## src/rtl/rr_onehot_arb_pkg.sv

```systemverilog
// Shared definitions for the round-robin one-hot arbiter slice.
package rr_onehot_arb_pkg;

    typedef enum logic {
        ST_IDLE = 1'b0,
        ST_HOLD = 1'b1
    } arb_state_e;

endpackage : rr_onehot_arb_pkg

```

## src/rtl/rr_onehot_arb_pick.sv

```systemverilog
// Combinational round-robin pick: lowest set request at or after ptr, wrapping circularly.
module rr_onehot_pick #(
    parameter int unsigned NUM_REQ   = 8,
    parameter int unsigned IDX_WIDTH = (NUM_REQ == 1) ? 1 : $clog2(NUM_REQ)
) (
    input  logic [NUM_REQ-1:0]   req,
    input  logic [IDX_WIDTH-1:0] ptr,
    output logic [NUM_REQ-1:0]   win,
    output logic                 any
);

    logic [NUM_REQ-1:0]   mask;
    logic [2*NUM_REQ-1:0] dbl;
    logic                 found;

    // Lower half holds requests at/after ptr, upper half the full vector,
    // so the first set bit of dbl is the circular winner.
    always_comb begin
        mask = '0;
        for (int unsigned i = 0; i < NUM_REQ; i++) begin
            mask[i] = (i >= 32'(ptr));
        end
        dbl   = {req, req & mask};
        win   = '0;
        found = 1'b0;
        for (int unsigned i = 0; i < 2 * NUM_REQ; i++) begin
            if (!found && dbl[i]) begin
                found              = 1'b1;
                win[i % NUM_REQ]   = 1'b1;
            end
        end
    end

    assign any = |req;

endmodule : rr_onehot_pick

```

## src/rtl/rr_onehot_arb.sv

```systemverilog
// Round-robin arbiter with registered one-hot grant held across consumer stalls.
module rr_onehot_arb
    import rr_onehot_arb_pkg::*;
#(
    parameter int unsigned NUM_REQ   = 8,
    parameter int unsigned IDX_WIDTH = (NUM_REQ == 1) ? 1 : $clog2(NUM_REQ)
) (
    input  logic               clk_i,
    input  logic               rst_ni,
    input  logic               flush_i,
    input  logic [NUM_REQ-1:0] req_i,
    output logic [NUM_REQ-1:0] gnt_o,
    output logic               valid_o,
    input  logic               ready_i
);

    typedef logic [IDX_WIDTH-1:0] ptr_t;

    arb_state_e         state_q;
    logic [NUM_REQ-1:0] gnt_q;
    ptr_t               ptr_q;

    logic [NUM_REQ-1:0] win;
    logic               any;
    ptr_t               win_idx;
    ptr_t               ptr_nxt;

    rr_onehot_pick #(
        .NUM_REQ  (NUM_REQ),
        .IDX_WIDTH(IDX_WIDTH)
    ) u_pick (
        .req(req_i),
        .ptr(ptr_q),
        .win(win),
        .any(any)
    );

    always_comb begin
        win_idx = '0;
        for (int unsigned i = 0; i < NUM_REQ; i++) begin
            if (win[i]) win_idx = ptr_t'(i);
        end
        ptr_nxt = (win_idx == ptr_t'(NUM_REQ - 1)) ? '0 : win_idx + ptr_t'(1);
    end

    always_ff @(posedge clk_i or negedge rst_ni) begin
        if (!rst_ni) begin
            state_q <= ST_IDLE;
            gnt_q   <= '0;
            ptr_q   <= '0;
        end else if (flush_i) begin
            state_q <= ST_IDLE;
            gnt_q   <= '0;
        end else if (state_q == ST_IDLE || ready_i) begin
            if (any) begin
                state_q <= ST_HOLD;
                gnt_q   <= win;
                ptr_q   <= ptr_nxt;
            end else begin
                state_q <= ST_IDLE;
                gnt_q   <= '0;
            end
        end
    end

    assign gnt_o   = gnt_q;
    assign valid_o = (state_q == ST_HOLD);

`ifndef SYNTHESIS
    a_onehot : assert property (@(posedge clk_i) disable iff (!rst_ni) $onehot0(gnt_o));
    a_valid_gnt : assert property (@(posedge clk_i) disable iff (!rst_ni) valid_o |-> |gnt_o);
    a_stall_stable : assert property (@(posedge clk_i) disable iff (!rst_ni)
        (valid_o && !ready_i && !flush_i) |=> $stable(gnt_o));
`endif

endmodule : rr_onehot_arb

```

## config.mk

```make
export PLATFORM = sky130hd
export DESIGN_NAME = rr_onehot_arb
export DESIGN_NICKNAME = d
export VERILOG_FILES = /design/src/rtl/rr_onehot_arb_pkg.sv /design/src/rtl/rr_onehot_arb_pick.sv /design/src/rtl/rr_onehot_arb.sv
export SDC_FILE = /design/constraint.sdc
export NUM_CORES = 1
export LEC_CHECK = 0
export ABC_AREA = 0
export BUFFER_PORTS_ARGS = -buffer_cell sky130_fd_sc_hd__clkbuf_2
export CORE_ASPECT_RATIO = 1.1
export CORE_MARGIN = 3
export CORE_UTILIZATION = 56
export DETAILED_ROUTE_END_ITERATION = 12
export GPL_TIMING_DRIVEN = 0
export HOLD_SLACK_MARGIN = 0.08
export PLACE_DENSITY = 0.84
export REMOVE_ABC_BUFFERS = 1
export SYNTH_ARGS = -nofsm -noshare
export SYNTH_HDL_FRONTEND = slang
export SYNTH_SLANG_ARGS = --single-unit
```

## constraint.sdc

```tcl
create_clock -name clk_i -period 4.1 [get_ports clk_i]
set_input_delay 0.615 -clock clk_i [delete_from_list [all_inputs] [get_ports clk_i]]
set_output_delay 0.615 -clock clk_i [all_outputs]
set_load 0.02 [all_outputs]
```

After elaboration in Yosys (flattened, before gate mapping)
Index checks and enable logic that the tools add are counted.
{ "op_classes": {"muxes": 44, "magnitude_cmp": 7, "n_reduce_logical": 34, "n_bitwise": 3, "n_addsub": 1, "n_eq_ne": 1} }
{ "op_table": {"columns": ["op", "n"], "rows": [
  ["2-to-1 mux 1 bit", 34],
  ["2-to-1 mux 8 bit", 3],
  ["logical AND 1 bit", 15],
  ["zero test 1 bit", 15],
  ["2-to-1 mux 3 bit", 5],
  ["greater-or-equal comparator 3 bit (first input constant)", 3],
  ["AND 8 bit", 1],
  ["OR reduction 8 bit", 1],
  ["greater-or-equal comparator 1 x 3 -> 1 bit (first input constant)", 2],
  ["greater-or-equal comparator 2 x 3 -> 1 bit (first input constant)", 2],
  ["2-to-1 mux 2 bit", 2],
  ["adder 3 x 1 -> 3 bit (second input constant)", 1],
  ["equality test 3 bit (second input constant)", 1],
  ["AND reduction 3 bit", 1],
  ["NOT 1 bit", 2],
  ["nonzero test 2 bit", 1],
  ["logical OR 1 bit", 1]
]} }
{ "totals": {"word_cells": 93, "out_inout_bits": 9, "regBits": 12} }

Longest topological paths before layout
Gate-level depths: netlist (run 1).
{ "logic_depth": {"word_depth": 51, "depth_mapped": 11, "mapped_depth_nobuf": 10} }

By module
A second synthesis (run 1) with hierarchy kept.
{ "unflattened": {"cells_unflattened": 80, "area_unflattened_um2": 799.5} }
{ "by_module_without_submodules": {"columns": ["mod", "area_per_inst_um2", "instances", "seq_area_each_um2", "cells_each"], "rows": [
  ["rr_onehot_arb", 555.5, 1, 300.3, 43],
  ["rr_onehot_pick", 244.0, 1, 0.0, 37]
]} }

Worst setup path before layout (run 1)
No wires, ideal clock.
{ "synth_path": {"path_kind": "input to register", "start": "input req_i[6]", "end": "register ptr_q[0]", "cell_stages": 10, "t_required_ps": 4034, "setup_slack_ps": 1517, "setup_ps": 66, "path_buffers": 0, "t_arrival_ps": 2518, "cell_sequence": "nor2b_1 -> o21a_1 -> nor4_2 -> o311ai_1 -> o2111ai_1 -> ha_1 -> ha_1 -> or3_1 -> a31oi_1 -> a31o_1"} }
{ "synth_via": {"elab_chain_cells": 33} }
{ "synth_lines": {"columns": ["element", "line_no", "source"], "rows": [
  ["start, declared", "rr_onehot_arb.sv:11", "input logic [NUM_REQ-1:0] req_i,"],
  ["AND 8 bit", "rr_onehot_arb_pick.sv:23", "dbl = {req, req & mask};"],
  ["logical AND 1 bit", "rr_onehot_arb_pick.sv:27", "if (!found && dbl[i]) begin"],
  ["2-to-1 mux 1 bit", "rr_onehot_arb_pick.sv:27", null],
  ["zero test 1 bit", "rr_onehot_arb_pick.sv:27", null],
  ["logical AND 1 bit", "rr_onehot_arb_pick.sv:27", null],
  ["2-to-1 mux 1 bit", "rr_onehot_arb_pick.sv:27", null],
  ["zero test 1 bit", "rr_onehot_arb_pick.sv:27", null],
  ["logical AND 1 bit", "rr_onehot_arb_pick.sv:27", null],
  ["[17 not listed]", null, null],
  ["logical AND 1 bit", "rr_onehot_arb_pick.sv:27", null],
  ["2-to-1 mux 1 bit", "rr_onehot_arb_pick.sv:27", null],
  ["zero test 1 bit", "rr_onehot_arb_pick.sv:27", null],
  ["logical AND 1 bit", "rr_onehot_arb_pick.sv:27", null],
  ["2-to-1 mux 1 bit", "rr_onehot_arb_pick.sv:27", null],
  ["2-to-1 mux 3 bit", "rr_onehot_arb.sv:41", "if (win[i]) win_idx = ptr_t'(i);"],
  ["adder 3 x 1 -> 3 bit / equality test 3 bit (equally long branches)", "rr_onehot_arb.sv:43", "ptr_nxt = (win_idx == ptr_t'(NUM_REQ - 1)) ? '0 : win_idx + ptr_t'(1);"],
  ["2-to-1 mux 3 bit", "rr_onehot_arb.sv:43", null],
  ["end signal, assigned", "rr_onehot_arb.sv:58", "ptr_q <= ptr_nxt;"],
  ["end, declared", "rr_onehot_arb.sv:21", "ptr_t ptr_q;"]
]} }
Several ways; a longest one is shown, not always the timed one.
A chain may end at the register's enable or synchronous reset.

Final worst setup path (run 1)
{ "layout_path": {"start": "register ptr_q[0]", "end": "register ptr_q[0]"} }
{ "layout_via": {"elab_chain_cells": 51} }
{ "layout_lines": {"columns": ["element", "line_no", "source"], "rows": [
  ["greater-or-equal comparator 1 x 3 -> 1 bit", "rr_onehot_arb_pick.sv:21", "mask[i] = (i >= 32'(ptr));"],
  ["AND 8 bit *", "rr_onehot_arb_pick.sv:23", null],
  ["2-to-1 mux 1 bit", "rr_onehot_arb_pick.sv:27", null],
  ["zero test 1 bit", "rr_onehot_arb_pick.sv:27", null],
  ["logical AND 1 bit", "rr_onehot_arb_pick.sv:27", null],
  ["2-to-1 mux 1 bit", "rr_onehot_arb_pick.sv:27", null],
  ["zero test 1 bit", "rr_onehot_arb_pick.sv:27", null],
  ["logical AND 1 bit", "rr_onehot_arb_pick.sv:27", null],
  ["[35 not listed]", null, null],
  ["logical AND 1 bit", "rr_onehot_arb_pick.sv:27", null],
  ["2-to-1 mux 1 bit", "rr_onehot_arb_pick.sv:27", null],
  ["zero test 1 bit", "rr_onehot_arb_pick.sv:27", null],
  ["logical AND 1 bit", "rr_onehot_arb_pick.sv:27", null],
  ["2-to-1 mux 1 bit", "rr_onehot_arb_pick.sv:27", null],
  ["2-to-1 mux 3 bit *", "rr_onehot_arb.sv:41", null],
  ["adder 3 x 1 -> 3 bit / equality test 3 bit (equally long branches)", "rr_onehot_arb.sv:43", null],
  ["2-to-1 mux 3 bit *", "rr_onehot_arb.sv:43", null]
]} }
Every way passes the cells marked *; elsewhere a longest branch is shown, timed or not.

==> metrics, run 1 <==
Critical Path Fanout Max=10; fraction of layout cells with a size suffix above 1=0.2619; I/O Buffers=20; Post-CTS Setup Repair Bufs=0; Yosys top cell area share=0.3320; maximum clock rate=approximately 350 MHz; post-synthesis compound-gate area fraction=0.2808; final period utilization=0.6997; M3 GR Usage=0.02583; Clock Skews=~0.0010 ns; commonest cells in the netlist=16 x nand2_1, 12 x dfrtp_1; final hold violation count=0; GRT met1 Usage=0.2613; Die Area=0.002134 mm2; area of the mapped netlist=about 900 um2; vias in the first global route=785; Post-Route WL=1990 um; Synth Area in Simple Gates=0.2683; Hold-fix buffers, CTS=0; CTS tree=built; Starting Density=0.6298; ant diodes=0; total track usage=0.2071; non-filler cells, final=142; Startpoint Class=flip-flop; grt ovf=0; Die W=44.32 um; dpl ws=1.103 ns; HPWL Detailed=1582 um; Die Y=48.16 um; Area Growth Syn to Fin=13.14%; post-synthesis sequential area ratio=0.3320; CTS root buf=clkbuf_4; FF+latch count, synth=12; CTS sink cnt=12; GR peak layer=met2; pin count of the biggest net entering global routing=13; Synth Area in XOR/XNOR=0; cell with the most instances after synthesis=nand2_1; max-slew violations=0; post-synthesis adder-cell area fraction=0.02766; drt pass-1 iters=4; post-synthesis async set-or-reset flop share=1.000; Clk pin slew, worst setup/hold paths=0.07 ns; Final Critical Period=2.869 ns; Worst-Margin Slew=0.5236 ns; RSZ-0062 raised after global routing=false; post-route cell area=~0.0010 mm2; LEAKAGE=0.4784 nW; total of max-cap violations=0; initial antenna violation count=0; vias per cell=6.275; Routed Antenna Nets=0; Clock Tree Buf Depth=2; VDD IR max=0.2801 mV; post-route setup TNS=0 ns; Tightest Hold Check Type=in -> async; Synth area leader=dfrtp_1; DP Area=987.2 um2; proportion of synthesized area in mux cells=0.02490; type of destination of the critical path=flip-flop; DRT iter0 DRCs=18; Cell Count Post-Placement=138; Slew headroom=0.6454; ys flop type=dfrtp_1; RD Place Congestion=0.9019; met2 usage=0.3459; main combinational cell family by area after synthesis=compound AO/OA/AOI/OAI gates; row count=14; post_cts resized=0; Avg Synthesized Cell Area=roughly 8.5 um2; Power Dens Cells=505.2 mW/mm2; core area=0.001436 mm2; cells after synthesis=107; Worst-Skew Late Latency=0.26 ns; outcome=finished, final reports clean; Yosys cell types=43; H-tree depth=1; Pwr Total=0.0005170 W; Post-synth EDFFs=0; final worst slack=1.231 ns; CP Class=reg -> reg; DR WL/cell=14.01 um; WP data required=4.31 ns; Residual DRC=0; I/O pin count=21; Total Nets Final=141; Ys Warns=0; Synth area leaders=dfrtp_1 33%, nand2_1 6.6%, o311ai_4 2.9%, a21oi_1 2.8%, ha_1 2.8%; detailed-route via count=891; CP arrival=3.07 ns; CTS Buf Count=3; Setup violations, final=0; first-pass GRT wire length=3249 um
==> cell families after synthesis <==
logic type / Yosys count
AND/OR/NAND/NOR: 45
AO/OA/AOI/OAI: 35
flip-flops: 12
buffers and inverters: 11
multiplexers: 2
adder cells (fa/ha/maj): 2
==> flip-flops by register name (all words and copies together), names as in the netlist <==
signal,cells
gnt_o,8
ptr_q,3
valid_o,1
==> placed cells by master (no fill, tap or decap), types with 2 or more instances in the layout <==
cell	synthesis	routed
o21ai_0	5	5
nor2_1	4	4
nand2b_1	3	3
clkbuf_2	0	20
nand3_1	3	3
o311ai_1	2	2
dfrtp_1	12	12
o31ai_1	3	3
o21ai_1	5	5
inv_1	5	5
nor3b_1	2	2
nand2_1	16	16
mux2_1	2	2
ha_1	2	2
a21boi_1	2	2
nor3_1	3	3
a21oi_1	5	5
clkbuf_4	0	3
or3_1	2	2
a31oi_1	3	3
==> metal layers <==
layer | share of wire | wire (um)
met3 | 0.058 | 115
met5 | 0 | 0
met1 | 0.46 | 908
met2 | 0.46 | 925
met4 | 0.020 | 40
==> cell type report <==
class                      count  area (um2)
sequential                    12       300.3
inverter                       6       22.52
multi-input combinational     84       544.3
tap                           16       20.02
timing repair buffer          20       100.1
clock buffer                   4       36.28
fill                         121       412.9
==> power by group <==
part	internal [W]	switching [W]	total, W
combinational	0.0000957	0.000141	0.000236
clock	0.0000539	0.0000370	0.0000909
sequential	0.000143	0.0000472	0.000190
==> critical path, stage by stage (launching register included) <==
cell       delay (ns)
dfrtp_1          0.51
nand2b_1         0.22
a21oi_1          0.29
nor4_1           0.10
o311ai_1         0.42
o2111ai_1        0.20
ha_1             0.24
ha_1             0.17
or3_1            0.36
a31oi_1          0.14
a31o_1           0.16
==> final timing paths <==
| path | from | to | slack, ns | cells after the start |
|---|---|---|---|---|
| hold reg to reg | gnt_o[0] | gnt_o[0] | 0.48 | 2 |
| setup reg to reg | ptr_q[0] | ptr_q[0] | 1.23 | 10 |
| min in group clk_i | gnt_o[0] | gnt_o[0] | 0.48 | 2 |
| max in group asynchronous | rst_ni | gnt_o[0] | 3.66 | 1 |
| hold / removal | rst_ni | ptr_q[0] | 0.22 | 1 |
| setup / recovery | ptr_q[0] | ptr_q[0] | 1.23 | 10 |
==> stage by stage <==
step                        util  hold slack (ns)
after floorplan                -           0.3194
after global placement    0.6873           0.4624
after detailed placement  0.6873           0.4696
after CTS                 0.7125           0.2211
after global routing      0.7125           0.2219
final                     0.7125           0.2168
No activity file was read; power rests on OpenSTA's default activity.
==> run 2, diff against run 1 <==
--- a/config.mk
+++ b/config.mk
@@ -9,11 +9,11 @@
 export BUFFER_PORTS_ARGS = -buffer_cell sky130_fd_sc_hd__clkbuf_2
 export CORE_ASPECT_RATIO = 1.1
 export CORE_MARGIN = 3
-export CORE_UTILIZATION = 56
+export CORE_UTILIZATION = 52
 export DETAILED_ROUTE_END_ITERATION = 12
 export GPL_TIMING_DRIVEN = 0
 export HOLD_SLACK_MARGIN = 0.08
-export PLACE_DENSITY = 0.84
+export PLACE_DENSITY = 0.78
 export REMOVE_ABC_BUFFERS = 1
 export SYNTH_ARGS = -nofsm -noshare
 export SYNTH_HDL_FRONTEND = slang
==> constraint.sdc (replaced) <==
create_clock -name clk_i -period 3 [get_ports clk_i]
set_input_delay 0.45 -clock clk_i [delete_from_list [all_inputs] [get_ports clk_i]]
set_output_delay 0.45 -clock clk_i [all_outputs]
set_load 0.02 [all_outputs]
==> metrics, run 2 (synthesized netlist as in run 1, its figures left out) <==
Clock Skews=approximately 0.0022 ns; RSZ-0062 raised after global routing=false; final period utilization=0.9324; vias in the first global route=809; Final Critical Period=2.797 ns; LEAKAGE=0.4749 nW; type of destination of the critical path=flip-flop; maximum clock rate=357.5 MHz; Pwr Total=roughly 0.00069 W; Startpoint Class=flip-flop; Residual DRC=0; total of max-cap violations=0; pin count of the biggest net entering global routing=13; DR WL/cell=14.50 um; Tightest Hold Check Type=in -> reg; R2R cell count=10; Die W=~46 um; CTS sink cnt=12; Worst-Margin Slew=0.5573 ns; worst-path cell chain=nand2b_1, a21oi_1, nor4_1, o311ai_2, o2111ai_1, ha_1, ha_1, or3_1, a31oi_1, a31o_1; grt ovf=0; CTS tree=built; initial antenna violation count=0; VDD IR max=0.3282 mV; core area=between 0.0015 and 0.002 mm2; filler instances=~160; Power Dens Cells=668.4 mW/mm2; register-to-register path setup slack=0.20 ns; H-tree depth=1; I/O pin count=21; Die Area=0.002277 mm2; worst r2r src=ptr_q[0]; Clk pin slew, worst setup/hold paths=around 0.07 ns; drt pass-1 iters=4; vias per cell=6.308; CTS Buf Count=3; WP buf/inv=0; hold_sp=flush_i; final hold violation count=0; max-slew violations=0; CP arrival=3.01 ns; Slew headroom=0.6276; Area Growth Syn to Fin=13.69%; Worst-Skew Late Latency=around 0.27 ns; I/O Buffers=20; Die Y=49.75 um; RR Endpoint=ptr_q[0]; post-route setup TNS=0 ns; detailed-route via count=between 900 and 1000; fraction of layout cells with a size suffix above 1=0.2619; DRT iter0 DRCs=29; final worst slack=0.2027 ns; Total Nets Final=142; WP data required=3.21 ns; critical path's most frequent cell=ha_1; ant diodes=0; Setup violations, final=0; Critical Path Fanout Max=10; row count=15; delay-heaviest family, CP=compound AO/OA/AOI/OAI gates; Min-Delay Path Depth=2; dpl ws=0.1124 ns; Routed Antenna Nets=0; hold path endpoint=valid_o; Worst path slowest cell=dfrtp_1; leading cell type in the layout, fill and taps excluded=clkbuf_2; CTS root buf=clkbuf_4; max FFs per register=8; RD Place Congestion=0.8387; outcome=finished, final reports clean; most frequent cells in the layout=20 x clkbuf_2, 16 x nand2_1, 12 x dfrtp_1; CP peak stage delay=0.50 ns; Post-Route WL=2074 um; Post-CTS Setup Repair Bufs=0; total track usage=0.2024; CP Class=reg -> reg; Clock Tree Buf Depth=2; HPWL Detailed=1606 um; Starting Density=0.5671; first-pass GRT wire length=between 3000 and 4000 um
run 2: changes by cell type in the layout (fill, tap and decap cells not counted), sizes merged:
cell         before  now
clkbuf           24   23
dlygate4sd3       0    1
run 2: per-stage QoR:
stage	util	instances	hold slack, ns	cell area, um2
detailed placement	0.6196	139	0.3474	988.4
CTS	0.6400	143	0.3559	1021
global route	0.6447	143	0.3685	1028
global placement	0.6196	139	0.3412	988.4
floorplan	-	102	0.1544	867.1
finish	0.6447	143	0.3530	1028
run 2: area by class of cell:
type                    count  area (um2)  area share
clock buffers               3       22.52     0.02190
inverters                   6       22.52     0.02190
multi-input cells          84       551.8      0.5365
flip-flops and latches     12       300.3      0.2920
well taps                  17       21.27     0.02068
repair buffers             21       110.1      0.1071
run 2: layer usage:
metal / track usage / wire (um) / share of wire / vias to the layer above
met1: 0.2619 / 893 / 0.43 / 411
met4: 0.09005 / 39 / 0.019 / 0
met3: 0.02190 / 152 / 0.073 / 8
met5: 0 / 0 / 0 / -
met2: 0.3279 / 989 / 0.48 / 47
li1: - / - / - / 436
run 2: repair_timing:
| action | 4_1_cts | 5_1_grt |
|---|---|---|
| endpoints found under the setup margin | 0 | 1 |
| resized for setup | 0 | 1 |
| hold buffers | 1 | 0 |
| endpoints found under the hold margin | 12 | 0 |
run 2: where the power goes:
group          internal [W]  switching, W
registers          0.000195     0.0000677
clock network     0.0000465     0.0000527
logic              0.000134      0.000192
run 2: how the worst max path moves through the flow:
stage	start	endpoint	slack [ns]	cells past startpoint
after CTS	ptr_q[0]	ptr_q[0]	0.09	10
final	ptr_q[0]	ptr_q[0]	0.20	10
after global placement	req_i[6]	ptr_q[0]	0.19	11
after floorplan	ptr_q[0]	ptr_q[0]	0.53	10
after detailed placement	ptr_q[0]	ptr_q[0]	0.11	10
after global routing	ptr_q[1]	ptr_q[0]	0.004	10
run 2: worst register-to-register path, delay by kind of cell, from the launching register on:
family | cells | cell delay, ns
AOI/OAI and AO/OA | 5 | 1.13
adders and majority gates | 2 | 0.42
DFF | 1 | 0.50
and+or+nand+nor | 3 | 0.69
